[src/rtl/cpu_mc_ctrl_if.sv]
// Control bundle between the multi-cycle controller and the CPU datapath.
// master = controller side, slave = datapath side.
interface cpu_mc_ctrl_if;
  logic       run;
  logic [5:0] opcode;
  logic [5:0] funct;
  logic       ZF;
  logic       OF;

  logic       PC_Write;
  logic [1:0] PC_s;
  logic       IR_Write;
  logic       Mem_Write;
  logic       Reg_Write;
  logic       ALU_srcA;
  logic [1:0] ALU_srcB;
  logic [2:0] ALU_OP;
  logic       imm_s;
  logic       rd_s;
  logic       w_data_s;
  logic       illegal;
  logic       ov_trap;
  logic [3:0] state;

  modport master (
    input  run, opcode, funct, ZF, OF,
    output PC_Write, PC_s, IR_Write, Mem_Write, Reg_Write, ALU_srcA, ALU_srcB,
           ALU_OP, imm_s, rd_s, w_data_s, illegal, ov_trap, state
  );

  modport slave (
    output run, opcode, funct, ZF, OF,
    input  PC_Write, PC_s, IR_Write, Mem_Write, Reg_Write, ALU_srcA, ALU_srcB,
           ALU_OP, imm_s, rd_s, w_data_s, illegal, ov_trap, state
  );
endinterface

[src/rtl/cpu_mc_ctrl.sv]
// Multi-cycle CPU control unit: Moore FSM sequencing IF/ID/EX/MEM/WB and
// driving every datapath enable and mux select.
module cpu_mc_ctrl (
  input  logic          clk,
  input  logic          rst,
  cpu_mc_ctrl_if.master bus
);

  localparam int unsigned OP_W  = 6;
  localparam int unsigned ALU_W = 3;

  localparam logic [OP_W-1:0] OPC_R    = 6'b000000;
  localparam logic [OP_W-1:0] OPC_J    = 6'b000010;
  localparam logic [OP_W-1:0] OPC_BEQ  = 6'b000100;
  localparam logic [OP_W-1:0] OPC_BNE  = 6'b000101;
  localparam logic [OP_W-1:0] OPC_ADDI = 6'b001000;
  localparam logic [OP_W-1:0] OPC_SLTI = 6'b001010;
  localparam logic [OP_W-1:0] OPC_ANDI = 6'b001100;
  localparam logic [OP_W-1:0] OPC_ORI  = 6'b001101;
  localparam logic [OP_W-1:0] OPC_XORI = 6'b001110;
  localparam logic [OP_W-1:0] OPC_LW   = 6'b100011;
  localparam logic [OP_W-1:0] OPC_SW   = 6'b101011;

  localparam logic [OP_W-1:0] FN_ADD = 6'b100000;
  localparam logic [OP_W-1:0] FN_SUB = 6'b100010;
  localparam logic [OP_W-1:0] FN_AND = 6'b100100;
  localparam logic [OP_W-1:0] FN_OR  = 6'b100101;
  localparam logic [OP_W-1:0] FN_XOR = 6'b100110;
  localparam logic [OP_W-1:0] FN_NOR = 6'b100111;
  localparam logic [OP_W-1:0] FN_SLT = 6'b101010;

  localparam logic [ALU_W-1:0] ALU_AND = 3'b000;
  localparam logic [ALU_W-1:0] ALU_OR  = 3'b001;
  localparam logic [ALU_W-1:0] ALU_XOR = 3'b010;
  localparam logic [ALU_W-1:0] ALU_NOR = 3'b011;
  localparam logic [ALU_W-1:0] ALU_ADD = 3'b100;
  localparam logic [ALU_W-1:0] ALU_SUB = 3'b101;
  localparam logic [ALU_W-1:0] ALU_SLT = 3'b110;

  typedef enum logic [3:0] {
    S_IF       = 4'd0,
    S_ID       = 4'd1,
    S_EX_R     = 4'd2,
    S_WB_R     = 4'd3,
    S_EX_I     = 4'd4,
    S_WB_I     = 4'd5,
    S_MEM_ADDR = 4'd6,
    S_MEM_RD   = 4'd7,
    S_WB_LW    = 4'd8,
    S_MEM_WR   = 4'd9,
    S_EX_BR    = 4'd10,
    S_EX_J     = 4'd11
  } state_t;

  state_t state_q, state_d;
  logic   of_q, of_d;

  logic             pc_write, ir_write, mem_write, reg_write;
  logic [1:0]       pc_s, alu_srcb;
  logic             alu_srca, imm_s, rd_s, w_data_s, illegal, ov_trap;
  logic [ALU_W-1:0] alu_op;

  logic             funct_ok, funct_addsub, opc_ialu;
  logic [ALU_W-1:0] alu_r, alu_i;

  // R-type funct decode: legality and ALU operation
  always_comb begin
    funct_ok = 1'b1;
    alu_r    = ALU_ADD;
    case (bus.funct)
      FN_ADD:  alu_r = ALU_ADD;
      FN_SUB:  alu_r = ALU_SUB;
      FN_AND:  alu_r = ALU_AND;
      FN_OR:   alu_r = ALU_OR;
      FN_XOR:  alu_r = ALU_XOR;
      FN_NOR:  alu_r = ALU_NOR;
      FN_SLT:  alu_r = ALU_SLT;
      default: funct_ok = 1'b0;
    endcase
  end

  assign funct_addsub = (bus.funct == FN_ADD) || (bus.funct == FN_SUB);

  // I-type ALU opcode decode
  always_comb begin
    opc_ialu = 1'b1;
    alu_i    = ALU_ADD;
    case (bus.opcode)
      OPC_ADDI: alu_i = ALU_ADD;
      OPC_SLTI: alu_i = ALU_SLT;
      OPC_ANDI: alu_i = ALU_AND;
      OPC_ORI:  alu_i = ALU_OR;
      OPC_XORI: alu_i = ALU_XOR;
      default:  opc_ialu = 1'b0;
    endcase
  end

  always_ff @(posedge clk or negedge rst) begin
    if (!rst) begin
      state_q <= S_IF;
      of_q    <= 1'b0;
    end else begin
      state_q <= state_d;
      of_q    <= of_d;
    end
  end

  always_comb begin
    state_d   = state_q;
    of_d      = of_q;
    pc_write  = 1'b0;
    pc_s      = 2'b00;
    ir_write  = 1'b0;
    mem_write = 1'b0;
    reg_write = 1'b0;
    alu_srca  = 1'b0;
    alu_srcb  = 2'b00;
    alu_op    = ALU_AND;
    imm_s     = 1'b0;
    rd_s      = 1'b0;
    w_data_s  = 1'b0;
    illegal   = 1'b0;
    ov_trap   = 1'b0;

    case (state_q)
      S_IF: begin
        if (bus.run) begin
          ir_write = 1'b1;
          pc_write = 1'b1;
          alu_srcb = 2'b01;
          alu_op   = ALU_ADD;
          state_d  = S_ID;
        end
      end

      // Branch target PC + (imm<<2) is precomputed into ALU_Out here
      S_ID: begin
        alu_srcb = 2'b11;
        alu_op   = ALU_ADD;
        if (bus.opcode == OPC_R) begin
          if (funct_ok) begin
            state_d = S_EX_R;
          end else begin
            illegal = 1'b1;
            state_d = S_IF;
          end
        end else if (opc_ialu) begin
          state_d = S_EX_I;
        end else if ((bus.opcode == OPC_LW) || (bus.opcode == OPC_SW)) begin
          state_d = S_MEM_ADDR;
        end else if ((bus.opcode == OPC_BEQ) || (bus.opcode == OPC_BNE)) begin
          state_d = S_EX_BR;
        end else if (bus.opcode == OPC_J) begin
          state_d = S_EX_J;
        end else begin
          illegal = 1'b1;
          state_d = S_IF;
        end
      end

      S_EX_R: begin
        alu_srca = 1'b1;
        alu_op   = alu_r;
        of_d     = bus.OF & funct_addsub;
        state_d  = S_WB_R;
      end

      S_WB_R: begin
        reg_write = ~of_q;
        ov_trap   = of_q;
        rd_s      = 1'b1;
        state_d   = S_IF;
      end

      S_EX_I: begin
        alu_srca = 1'b1;
        alu_srcb = 2'b10;
        alu_op   = alu_i;
        imm_s    = (bus.opcode == OPC_ANDI) || (bus.opcode == OPC_ORI) ||
                   (bus.opcode == OPC_XORI);
        of_d     = bus.OF & (bus.opcode == OPC_ADDI);
        state_d  = S_WB_I;
      end

      S_WB_I: begin
        reg_write = ~of_q;
        ov_trap   = of_q;
        state_d   = S_IF;
      end

      S_MEM_ADDR: begin
        alu_srca = 1'b1;
        alu_srcb = 2'b10;
        alu_op   = ALU_ADD;
        state_d  = (bus.opcode == OPC_LW) ? S_MEM_RD : S_MEM_WR;
      end

      S_MEM_RD: state_d = S_WB_LW;

      // Loads are never suppressed by overflow
      S_WB_LW: begin
        reg_write = 1'b1;
        w_data_s  = 1'b1;
        state_d   = S_IF;
      end

      S_MEM_WR: begin
        mem_write = 1'b1;
        state_d   = S_IF;
      end

      S_EX_BR: begin
        alu_srca = 1'b1;
        alu_op   = ALU_SUB;
        pc_s     = 2'b01;
        pc_write = (bus.opcode == OPC_BEQ) ? bus.ZF : ~bus.ZF;
        state_d  = S_IF;
      end

      S_EX_J: begin
        pc_write = 1'b1;
        pc_s     = 2'b10;
        state_d  = S_IF;
      end

      default: state_d = S_IF;
    endcase

    if (state_d == S_IF) of_d = 1'b0;
  end

  assign bus.PC_Write  = pc_write;
  assign bus.PC_s      = pc_s;
  assign bus.IR_Write  = ir_write;
  assign bus.Mem_Write = mem_write;
  assign bus.Reg_Write = reg_write;
  assign bus.ALU_srcA  = alu_srca;
  assign bus.ALU_srcB  = alu_srcb;
  assign bus.ALU_OP    = alu_op;
  assign bus.imm_s     = imm_s;
  assign bus.rd_s      = rd_s;
  assign bus.w_data_s  = w_data_s;
  assign bus.illegal   = illegal;
  assign bus.ov_trap   = ov_trap;
  assign bus.state     = state_q;

endmodule

[src/flat_wrapper.sv]
// flat-port wrapper written by rule: the top's interface ports become plain ports
module cpu_mc_ctrl_flat 
  (clk, rst, bus_run, bus_opcode, bus_funct, bus_ZF, bus_OF, bus_PC_Write, bus_PC_s, bus_IR_Write, bus_Mem_Write, bus_Reg_Write, bus_ALU_srcA, bus_ALU_srcB, bus_ALU_OP, bus_imm_s, bus_rd_s, bus_w_data_s, bus_illegal, bus_ov_trap, bus_state);
  cpu_mc_ctrl_if bus_i ();
  input  logic clk;
  input  logic rst;
  input wire logic [$bits(bus_i.run)-1:0] bus_run;
  input wire logic [$bits(bus_i.opcode)-1:0] bus_opcode;
  input wire logic [$bits(bus_i.funct)-1:0] bus_funct;
  input wire logic [$bits(bus_i.ZF)-1:0] bus_ZF;
  input wire logic [$bits(bus_i.OF)-1:0] bus_OF;
  output wire logic [$bits(bus_i.PC_Write)-1:0] bus_PC_Write;
  output wire logic [$bits(bus_i.PC_s)-1:0] bus_PC_s;
  output wire logic [$bits(bus_i.IR_Write)-1:0] bus_IR_Write;
  output wire logic [$bits(bus_i.Mem_Write)-1:0] bus_Mem_Write;
  output wire logic [$bits(bus_i.Reg_Write)-1:0] bus_Reg_Write;
  output wire logic [$bits(bus_i.ALU_srcA)-1:0] bus_ALU_srcA;
  output wire logic [$bits(bus_i.ALU_srcB)-1:0] bus_ALU_srcB;
  output wire logic [$bits(bus_i.ALU_OP)-1:0] bus_ALU_OP;
  output wire logic [$bits(bus_i.imm_s)-1:0] bus_imm_s;
  output wire logic [$bits(bus_i.rd_s)-1:0] bus_rd_s;
  output wire logic [$bits(bus_i.w_data_s)-1:0] bus_w_data_s;
  output wire logic [$bits(bus_i.illegal)-1:0] bus_illegal;
  output wire logic [$bits(bus_i.ov_trap)-1:0] bus_ov_trap;
  output wire logic [$bits(bus_i.state)-1:0] bus_state;
  assign bus_i.run = bus_run;
  assign bus_i.opcode = bus_opcode;
  assign bus_i.funct = bus_funct;
  assign bus_i.ZF = bus_ZF;
  assign bus_i.OF = bus_OF;
  assign bus_PC_Write = bus_i.PC_Write;
  assign bus_PC_s = bus_i.PC_s;
  assign bus_IR_Write = bus_i.IR_Write;
  assign bus_Mem_Write = bus_i.Mem_Write;
  assign bus_Reg_Write = bus_i.Reg_Write;
  assign bus_ALU_srcA = bus_i.ALU_srcA;
  assign bus_ALU_srcB = bus_i.ALU_srcB;
  assign bus_ALU_OP = bus_i.ALU_OP;
  assign bus_imm_s = bus_i.imm_s;
  assign bus_rd_s = bus_i.rd_s;
  assign bus_w_data_s = bus_i.w_data_s;
  assign bus_illegal = bus_i.illegal;
  assign bus_ov_trap = bus_i.ov_trap;
  assign bus_state = bus_i.state;
  cpu_mc_ctrl u_core (.clk(clk), .rst(rst), .bus(bus_i));
endmodule
[config.mk]
export PLATFORM = sky130hd
export DESIGN_NAME = cpu_mc_ctrl_flat
export DESIGN_NICKNAME = d
export VERILOG_FILES = /design/src/rtl/cpu_mc_ctrl_if.sv /design/src/rtl/cpu_mc_ctrl.sv /design/src/flat_wrapper.sv
export SDC_FILE = /design/constraint.sdc
export NUM_CORES = 1
export LEC_CHECK = 0
export CAP_MARGIN = 10
export CORE_ASPECT_RATIO = 0.75
export CORE_MARGIN = 4
export CORE_UTILIZATION = 42
export DETAILED_ROUTE_END_ITERATION = 16
export PLACE_DENSITY_LB_ADDON = 0.2
export SYNTH_ARGS = -nofsm -noshare
export SYNTH_HDL_FRONTEND = slang
export SYNTH_SLANG_ARGS = --single-unit
[constraint.sdc]
create_clock -name clk -period 3.9 [get_ports clk]
set_input_delay 0.975 -clock clk [delete_from_list [all_inputs] [get_ports clk]]
set_output_delay 0.975 -clock clk [all_outputs]
set_load 0.005 [all_outputs]
======== Word level (Yosys, flattened, before mapping) ========
Cells that the tools add are included.
operators by class
  reduce and logical (&&, ||, !) cells .... 15
  muxes and demuxes ....................... 38
  bitwise gates (word level) .............. 4
  eq/ne operators ......................... 28
operators with widths
  operator              count
  $eq A6 B6 Y1 const B  9
  $eq A6 B4 Y1 const B  5
  $mux W4               7
  $pmux W4 S6           1
  $mux W1               20
  $pmux W3 S6           1
  $eq A4 B3 Y1 const B  4
  $eq A4 B4 Y1 const B  4
  $pmux W3 S5           1
  $eq A6 B3 Y1 const B  2
  $pmux W3 S4           1
  $eq A4 B2 Y1 const B  2
  $logic_not A4 Y1      2
  $reduce_or A7 Y1      1
  $eq A6 B2 Y1 const B  1
  $logic_not A6 Y1      1
  $pmux W2 S3           1
  $reduce_or A2 Y1      3
  $logic_or A1 B1 Y1    5
  $reduce_or A5 Y1      1
  $eq A4 B1 Y1 const B  1
  $pmux W1 S2           2
  $pmux W2 S2           1
  $reduce_or A4 Y1      1
  other kinds (6)       8
word-level totals
  bits of input ports ..................... 17
  output and inout bits ................... 21
  word-level logic and storage cells ...... 87
  flip-flop bits (word level) ............. 5

======== Longest topological paths before layout ========
  word-level depth ........................ 9
  depth in mapped cells ................... 6
  depth with buffers taken out ............ 5

======== Least setup slack after synthesis ========
No wires, ideal clock.
  path kind ............................... in2out
  start ................................... input bus_opcode[2]
  end ..................................... output bus_illegal
  data required time ...................... 2.925 ns
  stages .................................. 6
  arrival ................................. 2.276 ns
  buffers on the path ..................... 1
  setup slack ............................. 0.649 ns
  cells stage by stage .................... buf_6 > or4_4 > or3_4 > nor2_4 > nor2_1 > a21oi_1
between the ends
  word-level cells in the longest chain between the ends .. 7
  elaborated cells between the ends (all ways) .. 21
  those cells by class .................... eq/ne (10); mux (7); reduce/logical (4)
RTL lines
  what                                           line                                    RTL
  start, declared                                flat_wrapper.sv:8                       input wire logic [$bits(bus_i.opcode)-1:0] bus_opcode;
  $eq A6 B2 Y1 or $eq A6 B3 Y1 (tied branches)   cpu_mc_ctrl.sv:153, cpu_mc_ctrl.sv:151
  $mux W1 or $logic_or A1 B1 Y1 (tied branches)  cpu_mc_ctrl.sv:153, cpu_mc_ctrl.sv:151
  $mux W1                                        cpu_mc_ctrl.sv:151                      end else if ((bus.opcode == OPC_BEQ) || (bus.opcode == OPC_BNE)) begin
  $mux W1                                        cpu_mc_ctrl.sv:149                      end else if ((bus.opcode == OPC_LW) || (bus.opcode == OPC_SW)) begin
  $mux W1                                        cpu_mc_ctrl.sv:147                      end else if (opc_ialu) begin
  $mux W1 *                                      cpu_mc_ctrl.sv:140                      if (bus.opcode == OPC_R) begin
  $mux W1 *                                      cpu_mc_ctrl.sv:125                      case (state_q)
  end, declared                                  flat_wrapper.sv:23                      output wire logic [$bits(bus_i.illegal)-1:0] bus_illegal;
Mark *: on every way between the ends. The rest lies on a longest branch, timed or not.

======== Final worst setup path ========
  start ................................... input bus_opcode[2]
  end ..................................... output bus_PC_Write
between the ends
  word-level cells in the longest chain between the ends .. 3
RTL lines
  what           line                RTL
  $eq A6 B3 Y1   cpu_mc_ctrl.sv:216  pc_write = (bus.opcode == OPC_BEQ) ? bus.ZF : ~bus.ZF;
  $mux W1        cpu_mc_ctrl.sv:216
  $pmux W1 S3    cpu_mc_ctrl.sv:125
  end, declared  flat_wrapper.sv:12  output wire logic [$bits(bus_i.PC_Write)-1:0] bus_PC_Write;
Every way passes these cells.

==> results.cfg <==
[outcome]
status = completed

[die]
core-area_um2 = 1560
fp.dieW_um = 56.4
ioPinCount = 38
start_util_pct = 47.3
die_h_um = 44.3
die_area_um2 = 2500
row_count = 12

[sta]
finalHoldViolations = 0
skew_ns = 0.00789
finalSetupViolations = 0
finalCritPeriodShare_pct = 96.9
finalSetupTns_ns = 0
fmax_ghz = 0.265
rsz0062_at_grt = no
period_minus_slack_ns = 3.78
max_slew_margin_pct = 68.4
tightestPinTransition_ns = 0.467
final-max-slew-violation-count = 0

[yosys]
synth_edf_count = 0
synth_top_area_share_pct = 16.9
synth_warnings = 0
mappedNetlistNets = 126
yosys-top-cells-count = nor2_1 (19), nand2b_1 (8), a21oi_1 (7), nand2_1 (7), inv_1 (6)
synth_area_um2 = 738
synth-seq-cells = 5
postSynthCellCount = 109
async_reset_ff_share_pct = 100
yosysMostFrequentCell = nor2_1
yosysSeqAreaShare_pct = 16.9
netlist_top_cells_area = dfrtp_1 (17%), nor2_1 (9.7%), nand2b_1 (6.8%)
synth_top_area_cell = dfrtp_1
ys.flop_type = dfrtp_1
avgSynthCellArea_um2 = 6.77
ys_types = 42

[power]
pwr-share-comb_pct = 60.6
p_leak_nw = 0.453
power_frac_seq_pct = 22.9
powerDensity_nw_per_um2 = 330
swShare_pct = 41.4
peakVddDrop_uv = 353
p_int_uw = 233
p_switching_uw = 164
clkPwrFrac_pct = 16.5

[grt]
grt.overflow.total = 0
track_usage_pct = 20.2
grt_pass1_vias = 874
grt_max_degree = 16
grt_antenna_before_repair = 0
grt_pass1_wl_mm = 3.95

[drt]
antenna_left = 0
dr.pass1.iters = 5
via_per_inst = 5.73
vias = 997
drt_iter0_drc = 65
wl_mm = 2.61
drc = 0
avgRoutedWirePerCell_um = 15.0

[clock_network]
clockBufferDepth = 2
cts.sinks = 5
cts_root_buffer = clkbuf_4
cts_tree = done
clkTransAtPathRegs_ns = 0.05
clk_latency_ns = 0.25
htree_levels = 1
cts.hold.buffers_added = 0
cts_inserted_buffers = 3

[hold_path]
hold_depth = 3
min_path_type = flop to flop

[cells_and_area]
syn_to_final_growth_pct = 62.9
drive_gt1_share_pct = 14.4
nFillCells = 121
final_nets = 171
final_area_um2 = 1200
antenna_cells = 0

[setup_path]
required_ns = 2.92
cp_slowest_stage_delay_ns = 0.50
cp_slowest_cell = clkdlybuf4s50_1
crit_path_cell_trace = clkdlybuf4s50_1 -> or2b_1 -> nor4b_2 -> xnor2_1 -> o211ai_1 -> a21oi_1 -> dlygate4sd2_1
rr_worst_depth = 3
path_depth = 7
crit_type = input pin to primary output
critical_path.max_fanout = 3
cp_data_arrival_time_ns = 2.80
path_delay_family = buffers and inverters
cp-end-kind = primary output
start_kind = input pin
path_buf_inv = 2

[placement]
place_congestion = 0.894
port_buffers = 37
place_hpwl_mm = 2.01
placement.cell_area_um2 = 1170

[job]
cap_violations = 0
routing by layer:
layer / vias to the layer above / share of wire, % / track usage (%)
li1: 488 / - / -
met1: 433 / 41 / 23.4
met2: 66 / 46 / 34.5
met3: 10 / 9.0 / 3.21
met4: 0 / 3.4 / 14.7
met5: - / 0 / 0
final cells by class:
| class | count | area, um2 | share of cell area (%) |
|---|---|---|---|
| Timing Repair Buffer | 46 | 432 | 35.9 |
| Clock buffer | 4 | 26.3 | 2.19 |
| Tap cell | 21 | 26.3 | 2.19 |
| Multi-Input combinational cell | 92 | 571 | 47.5 |
| Sequential cell | 5 | 125 | 10.4 |
| Inverter | 6 | 22.5 | 1.87 |
worst reg2reg max path, cell delays in order (launching register included):
cell     delay [ns]
dfrtp_1        0.53
or4b_2         0.79
o31ai_1        0.35
o41a_1         0.22
power groups by stage:
stage          Combinational, mW  Clock (mW)  Sequential [mW]
3_5_place_dp               0.241           0           0.0903
6_report                   0.240      0.0654           0.0907
5_1_grt                    0.258      0.0704           0.0946
3_3_place_gp               0.235           0           0.0894
4_1_cts                    0.240      0.0646           0.0896
2_1_floorplan              0.127           0           0.0706
cell families after synthesis:
logic type	share of synthesized area (%)
and+or+nand+nor	47.8
DFF	16.9
xor gates and xnor gates	2.37
AOI/OAI and AO/OA	24.4
muxes	1.36
buffers and inverters	7.12
sequential cells by signal (all words and copies together) (netlist names):
signal and flops:
u_core.bus.state 4, u_core.of_q 1
placed cells by master (no fill, tap or decap), types with 2 or more instances in the layout:
| cell type | netlist | final |
|---|---|---|
| clkdlybuf4s50_1 | 0 | 35 |
| nor2_1 | 19 | 19 |
| buf_4 | 0 | 9 |
| nand2b_1 | 8 | 8 |
| nand2_1 | 7 | 7 |
| a21oi_1 | 7 | 6 |
| inv_1 | 6 | 6 |
| nand3_1 | 5 | 5 |
| nor3_1 | 5 | 5 |
| dfrtp_1 | 5 | 5 |
| o22ai_1 | 3 | 3 |
| clkbuf_4 | 0 | 3 |
| o31ai_1 | 2 | 2 |
| nor2b_1 | 2 | 2 |
| o211ai_1 | 2 | 2 |
| nor4_1 | 2 | 2 |
| xnor2_1 | 2 | 2 |
| o21ai_0 | 2 | 2 |
per-stage QoR:
| step | utilization [%] | hold WS [ns] | worst slack, ns | power [mW] | cells |
|---|---|---|---|---|---|
| CTS | 77.2 | 0.683 | 0.00415 | 0.394 | 174 |
| finish | 77.0 | 0.688 | 0.121 | 0.396 | 174 |
| floorplan | - | 0.593 | 0.649 | 0.198 | 109 |
| detailed placement | 75.1 | 0.670 | -0.270 | 0.331 | 170 |
| global placement | 75.1 | 0.665 | -0.186 | 0.324 | 170 |
| global route | 77.0 | 0.735 | 0.0205 | 0.423 | 174 |
final timing paths:
kind / start / endpoint / slack, ns
max: bus_opcode[2] / bus_PC_Write / 0.12
min: u_core.of_q$_DFFE_PN0P_ / u_core.of_q$_DFFE_PN0P_ / 0.69
max reg2reg: u_core.bus.state[2]$_DFF_PN0_ / u_core.of_q$_DFFE_PN0P_ / 1.95
min reg2reg: u_core.of_q$_DFFE_PN0P_ / u_core.of_q$_DFFE_PN0P_ / 0.69
max in group asynchronous: rst / u_core.bus.state[3]$_DFF_PN0_ / 2.76
min in group asynchronous: rst / u_core.of_q$_DFFE_PN0P_ / 0.94
what timing repair did:
item	CTS	global route
gates resized for setup	5	2
endpoints found under the hold margin	0	0
setup buffers	0	0
pin swaps	3	0
endpoints found under the setup margin	2	1
Note: power is estimated with default switching activity, not from simulation.
